`config.mk`:
```
export PLATFORM = sky130hd
export DESIGN_NAME = buzzer_event_decoder_flat
export DESIGN_NICKNAME = d
export VERILOG_FILES = /design/src/rtl/buzzer_pkg.sv /design/src/rtl/buzzer_event_decoder_if.sv /design/src/rtl/buzzer_event_decoder_evt_fifo.sv /design/src/rtl/buzzer_event_decoder.sv /design/src/flat_wrapper.sv
export SDC_FILE = /design/constraint.sdc
export NUM_CORES = 1
export LEC_CHECK = 0
export ABC_CLOCK_PERIOD_IN_PS = 3700
export CAP_MARGIN = 20
export CORE_UTILIZATION = 40
export DETAILED_ROUTE_END_ITERATION = 10
export PLACE_DENSITY = 0.53
export SLEW_MARGIN = 15
export SYNTH_ARGS = -nofsm -noshare
export SYNTH_HDL_FRONTEND = slang
export SYNTH_HIERARCHICAL = 1
export SYNTH_SLANG_ARGS = --single-unit
```
`constraint.sdc`:
```
create_clock -name clk -period 3.7 [get_ports clk]
set_input_delay 0.74 -clock clk [delete_from_list [all_inputs] [get_ports clk]]
set_output_delay 0.74 -clock clk [all_outputs]
set_load 0.1 [all_outputs]
```
`src/rtl/buzzer_pkg.sv`:
```
// Shared definitions for the buzzer event decoder.
//  - FSM state encoding
//  - Event word field positions and channel codes
//  - Default nominal pulse length and small helper functions
package buzzer_pkg;

    typedef enum logic [1:0] {
        ST_IDLE   = 2'd0,
        ST_ACTIVE = 2'd1,
        ST_ERROR  = 2'd2
    } state_e;

    // Event word layout: {match, channel[1:0], length[5:0]}
    localparam int MATCH_BIT = 8;
    localparam int CH_MSB    = 7;
    localparam int CH_LSB    = 6;
    localparam int LEN_W     = 6;
    localparam int EVT_W     = 9;

    localparam logic [1:0] CH_ERR = 2'd0;
    localparam logic [1:0] CH1    = 2'd1;
    localparam logic [1:0] CH2    = 2'd2;
    localparam logic [1:0] CH3    = 2'd3;

    localparam int PULSE_LEN_DEF = 31;

    localparam logic [LEN_W-1:0] LEN_MAX = '1;

    // Length value that raises the match flag. Nominal lengths beyond the
    // counter range can only ever be seen as a saturated count.
    function automatic logic [LEN_W-1:0] match_target(input int pulse_len);
        if (pulse_len >= 63) begin
            return LEN_MAX;
        end else if (pulse_len < 0) begin
            return '0;
        end else begin
            return LEN_W'(pulse_len);
        end
    endfunction

    // Buzzer pattern that corresponds to a latched channel code.
    function automatic logic [2:0] ch_to_buzz(input logic [1:0] ch);
        case (ch)
            CH1:     return 3'b001;
            CH2:     return 3'b010;
            CH3:     return 3'b100;
            default: return 3'b000;
        endcase
    endfunction

endpackage

```
`src/rtl/buzzer_event_decoder_if.sv`:
```
// Event stream interface between the decoder and its consumer.
//  evt_valid : head word present (producer -> consumer)
//  evt_data  : head event word   (producer -> consumer)
//  evt_ready : consumer accepts  (consumer -> producer)
interface buzzer_event_decoder_if;
    import buzzer_pkg::*;

    logic             evt_valid;
    logic             evt_ready;
    logic [EVT_W-1:0] evt_data;

    modport master (output evt_valid, output evt_data, input evt_ready);
    modport slave  (input evt_valid, input evt_data, output evt_ready);
endinterface

```
`src/rtl/buzzer_event_decoder_evt_fifo.sv`:
```
// Synchronous event FIFO with a registered head word.
//  clk, rst     : clock, synchronous active-high reset
//  push/push_data : write request and word
//  pop          : read request (ignored when empty)
//  empty        : no words stored
//  head_data    : registered word at the read pointer
//  ovf_pulse    : one-cycle flag when a push is dropped (full, no pop)
// DEPTH must be a power of two and at least 2.
module evt_fifo #(
    parameter int WIDTH = 9,
    parameter int DEPTH = 4
) (
    input  logic             clk,
    input  logic             rst,
    input  logic             push,
    input  logic [WIDTH-1:0] push_data,
    input  logic             pop,
    output logic             empty,
    output logic [WIDTH-1:0] head_data,
    output logic             ovf_pulse
);
    localparam int AW = $clog2(DEPTH);
    localparam int CW = $clog2(DEPTH + 1);

    logic [WIDTH-1:0] mem [DEPTH];

    logic [AW-1:0]    wr_ptr_q, wr_ptr_d;
    logic [AW-1:0]    rd_ptr_q, rd_ptr_d;
    logic [CW-1:0]    count_q,  count_d;
    logic [WIDTH-1:0] head_q,   head_d;

    logic full;
    logic pop_ok;
    logic push_ok;
    logic [AW-1:0] rd_ptr_inc;

    assign empty      = (count_q == '0);
    assign full       = (count_q == CW'(DEPTH));
    assign pop_ok     = pop && !empty;
    // A full queue still takes a word if the head leaves on the same edge.
    assign push_ok    = push && (!full || pop_ok);
    assign ovf_pulse  = push && full && !pop_ok;
    assign rd_ptr_inc = rd_ptr_q + 1'b1;
    assign head_data  = head_q;

    always_comb begin
        wr_ptr_d = wr_ptr_q;
        rd_ptr_d = rd_ptr_q;
        count_d  = count_q;
        head_d   = head_q;

        if (push_ok) begin
            wr_ptr_d = wr_ptr_q + 1'b1;
        end
        if (pop_ok) begin
            rd_ptr_d = rd_ptr_inc;
        end
        case ({push_ok, pop_ok})
            2'b10:   count_d = count_q + 1'b1;
            2'b01:   count_d = count_q - 1'b1;
            default: count_d = count_q;
        endcase

        // Head register tracks the word at the next read pointer. When the
        // word being written lands exactly there it is forwarded, since the
        // array write is not yet visible.
        if (pop_ok) begin
            if (push_ok && (wr_ptr_q == rd_ptr_inc)) begin
                head_d = push_data;
            end else begin
                head_d = mem[rd_ptr_inc];
            end
        end else if (empty && push_ok) begin
            head_d = push_data;
        end
    end

    always_ff @(posedge clk) begin
        if (push_ok) begin
            mem[wr_ptr_q] <= push_data;
        end
    end

    always_ff @(posedge clk) begin
        if (rst) begin
            wr_ptr_q <= '0;
            rd_ptr_q <= '0;
            count_q  <= '0;
            head_q   <= '0;
        end else begin
            wr_ptr_q <= wr_ptr_d;
            rd_ptr_q <= rd_ptr_d;
            count_q  <= count_d;
            head_q   <= head_d;
        end
    end

endmodule

```
`src/rtl/buzzer_event_decoder.sv`:
```
// Monitor-side decoder for the three one-hot buzzer lines.
// Measures each pulse, flags multi-hot errors and queues one event per pulse.
//  clk, rst : clock, synchronous active-high reset
//  ena      : decoder enable (low freezes FSM/counter; queue still drains)
//  buzz[2:0]: buzzer lines, bit 0 = channel 1
//  evt      : event stream (evt_valid / evt_ready / evt_data)
//  ovf      : sticky, an event was dropped on a full queue
//  busy     : FSM is not idle
module buzzer_event_decoder
    import buzzer_pkg::*;
#(
    parameter int PULSE_LEN  = PULSE_LEN_DEF,
    parameter int FIFO_DEPTH = 4
) (
    input  logic                        clk,
    input  logic                        rst,
    input  logic                        ena,
    input  logic [2:0]                  buzz,
    buzzer_event_decoder_if.master      evt,
    output logic                        ovf,
    output logic                        busy
);
    localparam logic [LEN_W-1:0] MATCH_LEN = match_target(PULSE_LEN);

    state_e           state_q, state_d;
    logic [1:0]       ch_q,    ch_d;
    logic [LEN_W-1:0] len_q,   len_d;
    logic             ovf_q,   ovf_d;

    logic             push;
    logic [EVT_W-1:0] push_data;
    logic             fifo_empty;
    logic             fifo_ovf;

    always_comb begin
        state_d   = state_q;
        ch_d      = ch_q;
        len_d     = len_q;
        push      = 1'b0;
        push_data = '0;

        if (ena) begin
            case (state_q)
                ST_IDLE: begin
                    case (buzz)
                        3'b000: state_d = ST_IDLE;
                        3'b001: begin state_d = ST_ACTIVE; ch_d = CH1; len_d = 6'd1; end
                        3'b010: begin state_d = ST_ACTIVE; ch_d = CH2; len_d = 6'd1; end
                        3'b100: begin state_d = ST_ACTIVE; ch_d = CH3; len_d = 6'd1; end
                        default: begin
                            push    = 1'b1;
                            state_d = ST_ERROR;
                        end
                    endcase
                end
                ST_ACTIVE: begin
                    if (buzz == ch_to_buzz(ch_q)) begin
                        len_d = (len_q == LEN_MAX) ? len_q : len_q + 1'b1;
                    end else if (buzz == 3'b000) begin
                        push                           = 1'b1;
                        push_data[MATCH_BIT]           = (len_q == MATCH_LEN);
                        push_data[CH_MSB:CH_LSB]       = ch_q;
                        push_data[LEN_W-1:0]           = len_q;
                        state_d                        = ST_IDLE;
                    end else begin
                        // Channel changed or a second line joined: error
                        // word keeps the length seen so far.
                        push                     = 1'b1;
                        push_data[CH_MSB:CH_LSB] = CH_ERR;
                        push_data[LEN_W-1:0]     = len_q;
                        state_d                  = ST_ERROR;
                    end
                end
                ST_ERROR: begin
                    if (buzz == 3'b000) begin
                        state_d = ST_IDLE;
                    end
                end
                default: state_d = ST_IDLE;
            endcase
        end

        ovf_d = ovf_q | fifo_ovf;
    end

    always_ff @(posedge clk) begin
        if (rst) begin
            state_q <= ST_IDLE;
            ch_q    <= '0;
            len_q   <= '0;
            ovf_q   <= 1'b0;
        end else begin
            state_q <= state_d;
            ch_q    <= ch_d;
            len_q   <= len_d;
            ovf_q   <= ovf_d;
        end
    end

    evt_fifo #(
        .WIDTH (EVT_W),
        .DEPTH (FIFO_DEPTH)
    ) u_evt_fifo (
        .clk       (clk),
        .rst       (rst),
        .push      (push),
        .push_data (push_data),
        .pop       (evt.evt_ready),
        .empty     (fifo_empty),
        .head_data (evt.evt_data),
        .ovf_pulse (fifo_ovf)
    );

    assign evt.evt_valid = !fifo_empty;
    assign ovf           = ovf_q;
    assign busy          = (state_q != ST_IDLE);

endmodule
```
`src/flat_wrapper.sv`:
```
// flat-port wrapper written by rule: the top's interface ports become plain ports
module buzzer_event_decoder_flat import buzzer_pkg::*;
#(
    parameter int PULSE_LEN  = PULSE_LEN_DEF,
    parameter int FIFO_DEPTH = 4
)
  (clk, rst, ena, buzz, ovf, busy, evt_evt_valid, evt_evt_data, evt_evt_ready);
  buzzer_event_decoder_if evt_i ();
  input  logic clk;
  input  logic rst;
  input  logic ena;
  input  logic [2:0] buzz;
  output logic ovf;
  output logic busy;
  output wire logic [$bits(evt_i.evt_valid)-1:0] evt_evt_valid;
  output wire logic [$bits(evt_i.evt_data)-1:0] evt_evt_data;
  input wire logic [$bits(evt_i.evt_ready)-1:0] evt_evt_ready;
  assign evt_evt_valid = evt_i.evt_valid;
  assign evt_evt_data = evt_i.evt_data;
  assign evt_i.evt_ready = evt_evt_ready;
  buzzer_event_decoder #(.PULSE_LEN(PULSE_LEN), .FIFO_DEPTH(FIFO_DEPTH)) u_core (.clk(clk), .rst(rst), .ena(ena), .buzz(buzz), .evt(evt_i), .ovf(ovf), .busy(busy));
endmodule
```
# After elaboration in Yosys (flattened, before gate mapping)
# Memory sizes are Yosys's and may differ from the RTL's.
# Cells that the tools add are included.
[word_totals] inputBits=7 reg_bits=27 n_memories=1 word_cells=86 out_inout_bits=12 ram_bits=36
[op_classes] n_reduce_logical=23 bitwise=1 add_sub_neg=5 eq_ne=20 n_mux=28
[memory_table] memory="u_core.u_evt_fifo.mem" words=4 width=9 read_ports=1 rd_ports_with_merged_regs=0 write_ports=1 line="buzzer_event_decoder_evt_fifo.sv:25" source="logic [WIDTH-1:0] mem [DEPTH];"
[op_table] operator="9-bit two-way mux" n=6
[op_table] operator="6-bit two-way mux" n=3
[op_table] operator="2-bit one-hot mux with 3 select lines" n=2
[op_table] operator="6-bit one-hot mux with 2 select lines" n=1
[op_table] operator="3-bit one-hot mux with 3 select lines" n=1
[op_table] operator="2-bit equality test (second input constant)" n=4
[op_table] operator="8-bit two-way mux" n=1
[op_table] operator="2-bit nonzero test" n=4
[op_table] operator="6-bit by 1-bit adder with 6-bit output (second input constant)" n=1
[op_table] operator="2-bit by 1-bit equality test with 1-bit output (second input constant)" n=3
[op_table] operator="3-bit equality test (second input constant)" n=2
[op_table] operator="6-bit by 5-bit equality test with 1-bit output (second input constant)" n=1
[op_table] operator="6-bit equality test (second input constant)" n=1
[op_table] operator="1-bit logical AND" n=6
[op_table] operator="3-bit logical NOT" n=2
[op_table] operator="1-bit two-way mux" n=6
[op_table] operator="2-bit two-way mux" n=3
[op_table] operator="3-bit two-way mux" n=2
[op_table] operator="2-bit != test (second input constant)" n=3
[op_table] operator="3-bit one-hot mux with 2 select lines" n=1
[op_table] operator="3-bit AND reduction" n=2
[op_table] operator="5-bit AND reduction" n=1
[op_table] operator="2-bit by 1-bit adder with 2-bit output (second input constant)" n=2
[op_table] operator="2-bit by 1-bit != test with 1-bit output (second input constant)" n=2
[op_table] operator="other kinds (15)" n=17

# Longest topological paths before layout
[depth] depth_word=12 mapped_depth=13 mapped_depth_nobuf=11

# By module
# The synthesis kept the hierarchy.
[by_module_without_submodules] module="evt_fifo" instances=1 area_each_um2=2263.4 seq_area_each_um2=1401.3 cells_per_inst=157
[by_module_without_submodules] module="buzzer_event_decoder" instances=1 area_each_um2=843.3 seq_area_each_um2=220.2 cells_per_inst=107

# Worst setup path before layout
# OpenSTA, ideal clock, no wires.
[synth_timing] path_kind="input port to flip-flop" startpoint="input buzz[2]" endpoint="register u_core.u_evt_fifo.count_q[2]" stages=12 required_time_ps=3577 setup_time_ps=123 setup_slack_ps=603 arrival_ps=2973 path_buffers=2 cell_sequence="buf_2 -> or3b_1 -> a21oi_2 -> nor2_4 -> nor2_1 -> a311oi_1 -> clkbuf_1 -> inv_1 -> nand2b_1 -> fa_1 -> o22ai_1 -> mux2_1"
[synth_between] elab_chain_len=8 elab_cells_between_ends=15 classes_between="eq/ne (6); mux (5); reduce/logical (4)"
[synth_lines] item="start: declaration" line="flat_wrapper.sv:12" source="input logic [2:0] buzz;"
[synth_lines] item="3-bit by 1-bit equality test with 1-bit output (tied with other cells)" line="buzzer_event_decoder.sv:45" source="case (buzz)"
[synth_lines] item="4-bit OR reduction (no line)"
[synth_lines] item="1-bit two-way mux" line="buzzer_event_decoder.sv:45"
[synth_lines] item="1-bit one-hot mux with 2 select lines (*)" line="buzzer_event_decoder.sv:43" source="case (state_q)"
[synth_lines] item="1-bit two-way mux (*)" line="buzzer_event_decoder.sv:42" source="if (ena) begin"
[synth_lines] item="named net u_core.push" line="buzzer_event_decoder.sv:30" source="logic push;"
[synth_lines] item="1-bit logical AND (*)" line="buzzer_event_decoder_evt_fifo.sv:41" source="assign push_ok = push && (!full || pop_ok);"
[synth_lines] item="2-bit by 1-bit equality test with 1-bit output / 2-bit equality test (equally long branches)" line="buzzer_event_decoder_evt_fifo.sv:58" source="case ({push_ok, pop_ok})"
[synth_lines] item="3-bit one-hot mux with 2 select lines / 2-bit nonzero test (equally long branches)"
[synth_lines] item="end signal: assignment" line="buzzer_event_decoder_evt_fifo.sv:93" source="count_q <= count_d;"
[synth_lines] item="end: declaration" line="buzzer_event_decoder_evt_fifo.sv:29" source="logic [CW-1:0] count_q, count_d;"
# The timed path passes the listed nets; every way through them passes the cells marked *.
# A chain may end at the register's enable or synchronous reset.

# Worst setup path in the final report
[layout_timing] startpoint="input buzz[2]" endpoint="register u_core.u_evt_fifo.head_q[0], in the netlist u_core/u_evt_fifo/head_data[0]"
[layout_between] elab_chain_len=9 elab_cells_between_ends=20 classes_between="eq/ne (4); mux (10); reduce/logical (6)"
[layout_lines] item="3-bit by 1-bit equality test with 1-bit output (tied with other cells)" line="buzzer_event_decoder.sv:45"
[layout_lines] item="4-bit OR reduction (no line)"
[layout_lines] item="1-bit two-way mux" line="buzzer_event_decoder.sv:45"
[layout_lines] item="1-bit one-hot mux with 2 select lines (*)" line="buzzer_event_decoder.sv:43"
[layout_lines] item="1-bit two-way mux (*)" line="buzzer_event_decoder.sv:42"
[layout_lines] item="named net u_core.push" line="buzzer_event_decoder.sv:30"
[layout_lines] item="1-bit logical AND (*)" line="buzzer_event_decoder_evt_fifo.sv:41"
[layout_lines] item="1-bit logical AND" line="buzzer_event_decoder_evt_fifo.sv:68" source="if (push_ok && (wr_ptr_q == rd_ptr_inc)) begin"
[layout_lines] item="9-bit two-way mux" line="buzzer_event_decoder_evt_fifo.sv:68"
[layout_lines] item="9-bit two-way mux" line="buzzer_event_decoder_evt_fifo.sv:67" source="if (pop_ok) begin"
[layout_lines] item="end signal: assignment" line="buzzer_event_decoder_evt_fifo.sv:89" source="head_q <= '0;"
[layout_lines] item="end signal: assignment" line="buzzer_event_decoder_evt_fifo.sv:94" source="head_q <= head_d;"
[layout_lines] item="end: declaration" line="buzzer_event_decoder_evt_fifo.sv:30" source="logic [WIDTH-1:0] head_q, head_d;"
# The timed path passes the listed nets; every way through them passes the cells marked *. The select of a mux whose other input is x is not followed.

==> flow_summary.toml <==
[status]
status = "complete, no violations"

[grt]
grt_start_max_net_pins = 19
global_route.overflow_total = 0
via_count_of_the_first_global_routing_pass = 2121
antenna_violations_before_repair = 0
all_layer_global_routing_usage_pct = 17.7
wire_length_of_the_first_global_routing_pass_mm = 11.0

[sta]
clock_skew_ns = 0.00884
maxSlewHeadroom_pct = 35.0
final_min_period_over_clock_period_pct = 87.2
clock.fmax_mhz = 310
worstMarginPinSlew_ns = 0.972
slew_violations = 0
grt_setup_unrepaired = "false"
finalCriticalPeriod_ns = 3.22
crit_path_setup_slack_layout_ns = 0.475
setup_total_negative_slack_ns = 0
hold_violations = 0
setup_viol = 0

[route]
vias_per_cell = 5.53
dr.first_iter.drc_count = 114
wl_per_cell_um = 16.9
final_antenna_net_count = 0
drt_drc_violations_left = 0
drtPass1Iterations = 4
routed_wl_mm = 6.64
detailroute.via_count = 2174

[synthesis]
ys_seq_elements = 63
asr_flop_ratio_synth_pct = 0
yosysWarningCount = 6
syn-mean-instance-area_um2 = 11.8
post-synth-top-area-fraction_pct = 34.8
synth.net_count = 277
synth_cells = 264
synth_area_leader_cell = "sky130_fd_sc_hd__edfxtp_1"
ys.flop_type = "sky130_fd_sc_hd__edfxtp_1"
syn_area_um2 = 3110
synth_seq_area_share_pct = 52.2
synth.top_cells.by_area = "sky130_fd_sc_hd__edfxtp_1, sky130_fd_sc_hd__dfxtp_1, sky130_fd_sc_hd__mux4_2"
synth.distinct_cells = 60
synth_edf_count = 36

[setup_path]
worstSetupPathType = "in2reg"
setup.worst_path.start_class = "primary input"
crit_path_end_kind = "flip-flop"
crit_required_ns = 3.93
critPathArrivalTime_ns = 3.46
r2r_setup_slack_ns = 1.06
critical_path.max_fanout = 11
worst_case_reg_to_reg_path_depth = 10

[power]
power.sequential.fraction_pct = 36.4
power.switching_fraction_pct = 40.1
p_int_mw = 1.49
power-per-cell-area_nw_per_um2 = 686
post-layout-total-power_mw = 2.49
power.ir.vdd_worst_uv = 344
combPwrFrac_pct = 36.9
netSwitchingPower_mw = 1.00
pwr-share-clk_pct = 26.7
power_leakage_nw = 1.23

[floorplanning]
die_width_um = 90.1
dieArea_um2 = 8120
floorplan.initialDensity_pct = 42.2
design.portCount = 19
core_area_um2 = 7370
std_cell_rows = 31
floorplan.die.height_um = 90.1

[layout]
drive_above_1_share_pct = 20.4
layout.cells.non_filler = 393
mostFrequentLayoutCell = "sky130_fd_sc_hd__edfxtp_1"
layout_common_cells = "sky130_fd_sc_hd__edfxtp_1, sky130_fd_sc_hd__dfxtp_1, sky130_fd_sc_hd__nor2_1"
area.sequential_um2 = 1620
nFillCells = 688
combined_area_of_the_multi_input_logic_cells_um2 = 1370
n_antenna_cell = 0
syn_to_final_growth_pct = 17.0
design.final.nets = 302
postLayoutCellArea_um2 = 3630

[clocking]
cts-root-buf = "sky130_fd_sc_hd__clkbuf_8"
tritoncts.num_buffers = 9
ctsHtreeMaxLevel = 3
hold_bufs_inserted_after_cts = 0
cts_setup_buffers = 0
cts_tree = "yes"
clkSinkCount = 63
clock_path_buffers = 2
post_cts.resized_instances = 0
clkSlewWorstSetupHoldPaths_ns = 0.07
clk-insertion-delay-late_ns = 0.34

[worst_hold_path]
hold_depth = 2
hp-class = "reg2reg"

[placement]
buffer_ports.inserted = 18
post-place-ws_ns = 0.133
placed_cell_area_um2 = 3410
dp.cells = 377
gpl.final_weighted_congestion = 0.752
detailed_place_hpwl_mm = 4.30

[job]
max_cap_violations = 0
## power groups by stage
stage	clock network (mW)	registers, mW	logic [mW]
finish	0.665	0.909	0.920
global route	0.716	0.924	0.979
CTS	0.682	0.910	0.920
detailed placement	0	0.926	0.916
global placement	0	0.928	0.911
floorplan	0	1.18	0.455
## metal layers
| layer | track usage [%] | part of all wire, % | vias up |
|---|---|---|---|
| met5 | 0 | 0 | - |
| met4 | 6.32 | 1.1 | 0 |
| met3 | 4.74 | 3.9 | 7 |
| met2 | 29.8 | 49 | 34 |
| met1 | 21.8 | 46 | 1076 |
| li1 | - | - | 1057 |
## flip-flops by register name (all words and copies together) (netlist names)
name and count:
u_core/state_q 2, u_core/u_evt_fifo/head_data 9, u_core/u_evt_fifo/count_q 3, u_core/ovf 1, u_core/u_evt_fifo/wr_ptr_q 2, u_core/ch_q 2, u_core/u_evt_fifo/rd_ptr_q 2, u_core/len_q 6
u_core/u_evt_fifo/mem 36
## worst paths after layout
kind	startpoint	endpoint
setup / recovery	buzz[2]	u_core/u_evt_fifo/head_data[0]$_SDFFE_PP0P_
hold / removal	u_core/ovf$_SDFF_PP0_	u_core/ovf$_SDFF_PP0_
setup reg to reg	u_core/ch_q[1]$_SDFFE_PP0P_	u_core/u_evt_fifo/head_data[0]$_SDFFE_PP0P_
hold reg to reg	u_core/ovf$_SDFF_PP0_	u_core/ovf$_SDFF_PP0_
## logic make-up after synthesis
family | share of synthesized area, %
simple gates | 18.1
flops | 52.2
compound gates | 13.9
buf+inv | 3.75
mux | 8.01
fa+ha+maj | 2.66
xor+xnor | 1.41
## synth_stat cells (2+ instances only)
| cell | number |
|---|---|
| sky130_fd_sc_hd__nor2_1 | 23 |
| sky130_fd_sc_hd__a211oi_2 | 8 |
| sky130_fd_sc_hd__buf_1 | 2 |
| sky130_fd_sc_hd__nand2_1 | 9 |
| sky130_fd_sc_hd__nand2b_1 | 6 |
| sky130_fd_sc_hd__or2_2 | 3 |
| sky130_fd_sc_hd__clkbuf_1 | 4 |
| sky130_fd_sc_hd__nand3_1 | 4 |
| sky130_fd_sc_hd__and3_1 | 14 |
| sky130_fd_sc_hd__a311oi_1 | 2 |
| sky130_fd_sc_hd__nand4_1 | 2 |
| sky130_fd_sc_hd__inv_1 | 12 |
| sky130_fd_sc_hd__nor3_1 | 6 |
| sky130_fd_sc_hd__a31oi_1 | 3 |
| sky130_fd_sc_hd__nand4b_1 | 3 |
| sky130_fd_sc_hd__nor2b_1 | 3 |
| sky130_fd_sc_hd__nor4_1 | 9 |
| sky130_fd_sc_hd__edfxtp_1 | 36 |
| sky130_fd_sc_hd__dfxtp_1 | 27 |
| sky130_fd_sc_hd__o22ai_1 | 2 |
| sky130_fd_sc_hd__ha_1 | 5 |
| sky130_fd_sc_hd__or4b_1 | 2 |
| sky130_fd_sc_hd__a211oi_1 | 3 |
| sky130_fd_sc_hd__xnor2_1 | 4 |
| sky130_fd_sc_hd__and2_1 | 3 |
| sky130_fd_sc_hd__nand3b_1 | 2 |
| sky130_fd_sc_hd__a21oi_1 | 21 |
| sky130_fd_sc_hd__buf_2 | 6 |
| sky130_fd_sc_hd__mux4_2 | 9 |
## stage by stage
step	hold slack [ns]	util, %
after global placement	0.444	46.3
after CTS	0.469	49.3
after floorplan	0.461	-
after detailed placement	0.452	46.3
after global routing	0.520	49.3
final	0.464	49.3
## critical path: stages
cell and delay, ns:
sky130_fd_sc_hd__clkdlybuf4s50_1 0.57, sky130_fd_sc_hd__or2_2 0.22, sky130_fd_sc_hd__o22ai_4 0.11, sky130_fd_sc_hd__nor2_4 0.12
sky130_fd_sc_hd__nor2_1 0.04, sky130_fd_sc_hd__a311oi_1 0.34, sky130_fd_sc_hd__buf_4 0.23, sky130_fd_sc_hd__or4b_1 0.46
sky130_fd_sc_hd__nand2_1 0.33, sky130_fd_sc_hd__nor2_1 0.09, sky130_fd_sc_hd__nor4_1 0.21
## layout make-up
cell class	instances	share of cell area [%]
inverter	12	1.24
multi-input combinational	175	37.7
clock inverter	6	2.31
sequential	63	44.6
clock buffer	10	3.79
tap	99	3.41
timing repair buffer	28	6.96
No activity file was read; power rests on OpenSTA's default activity.
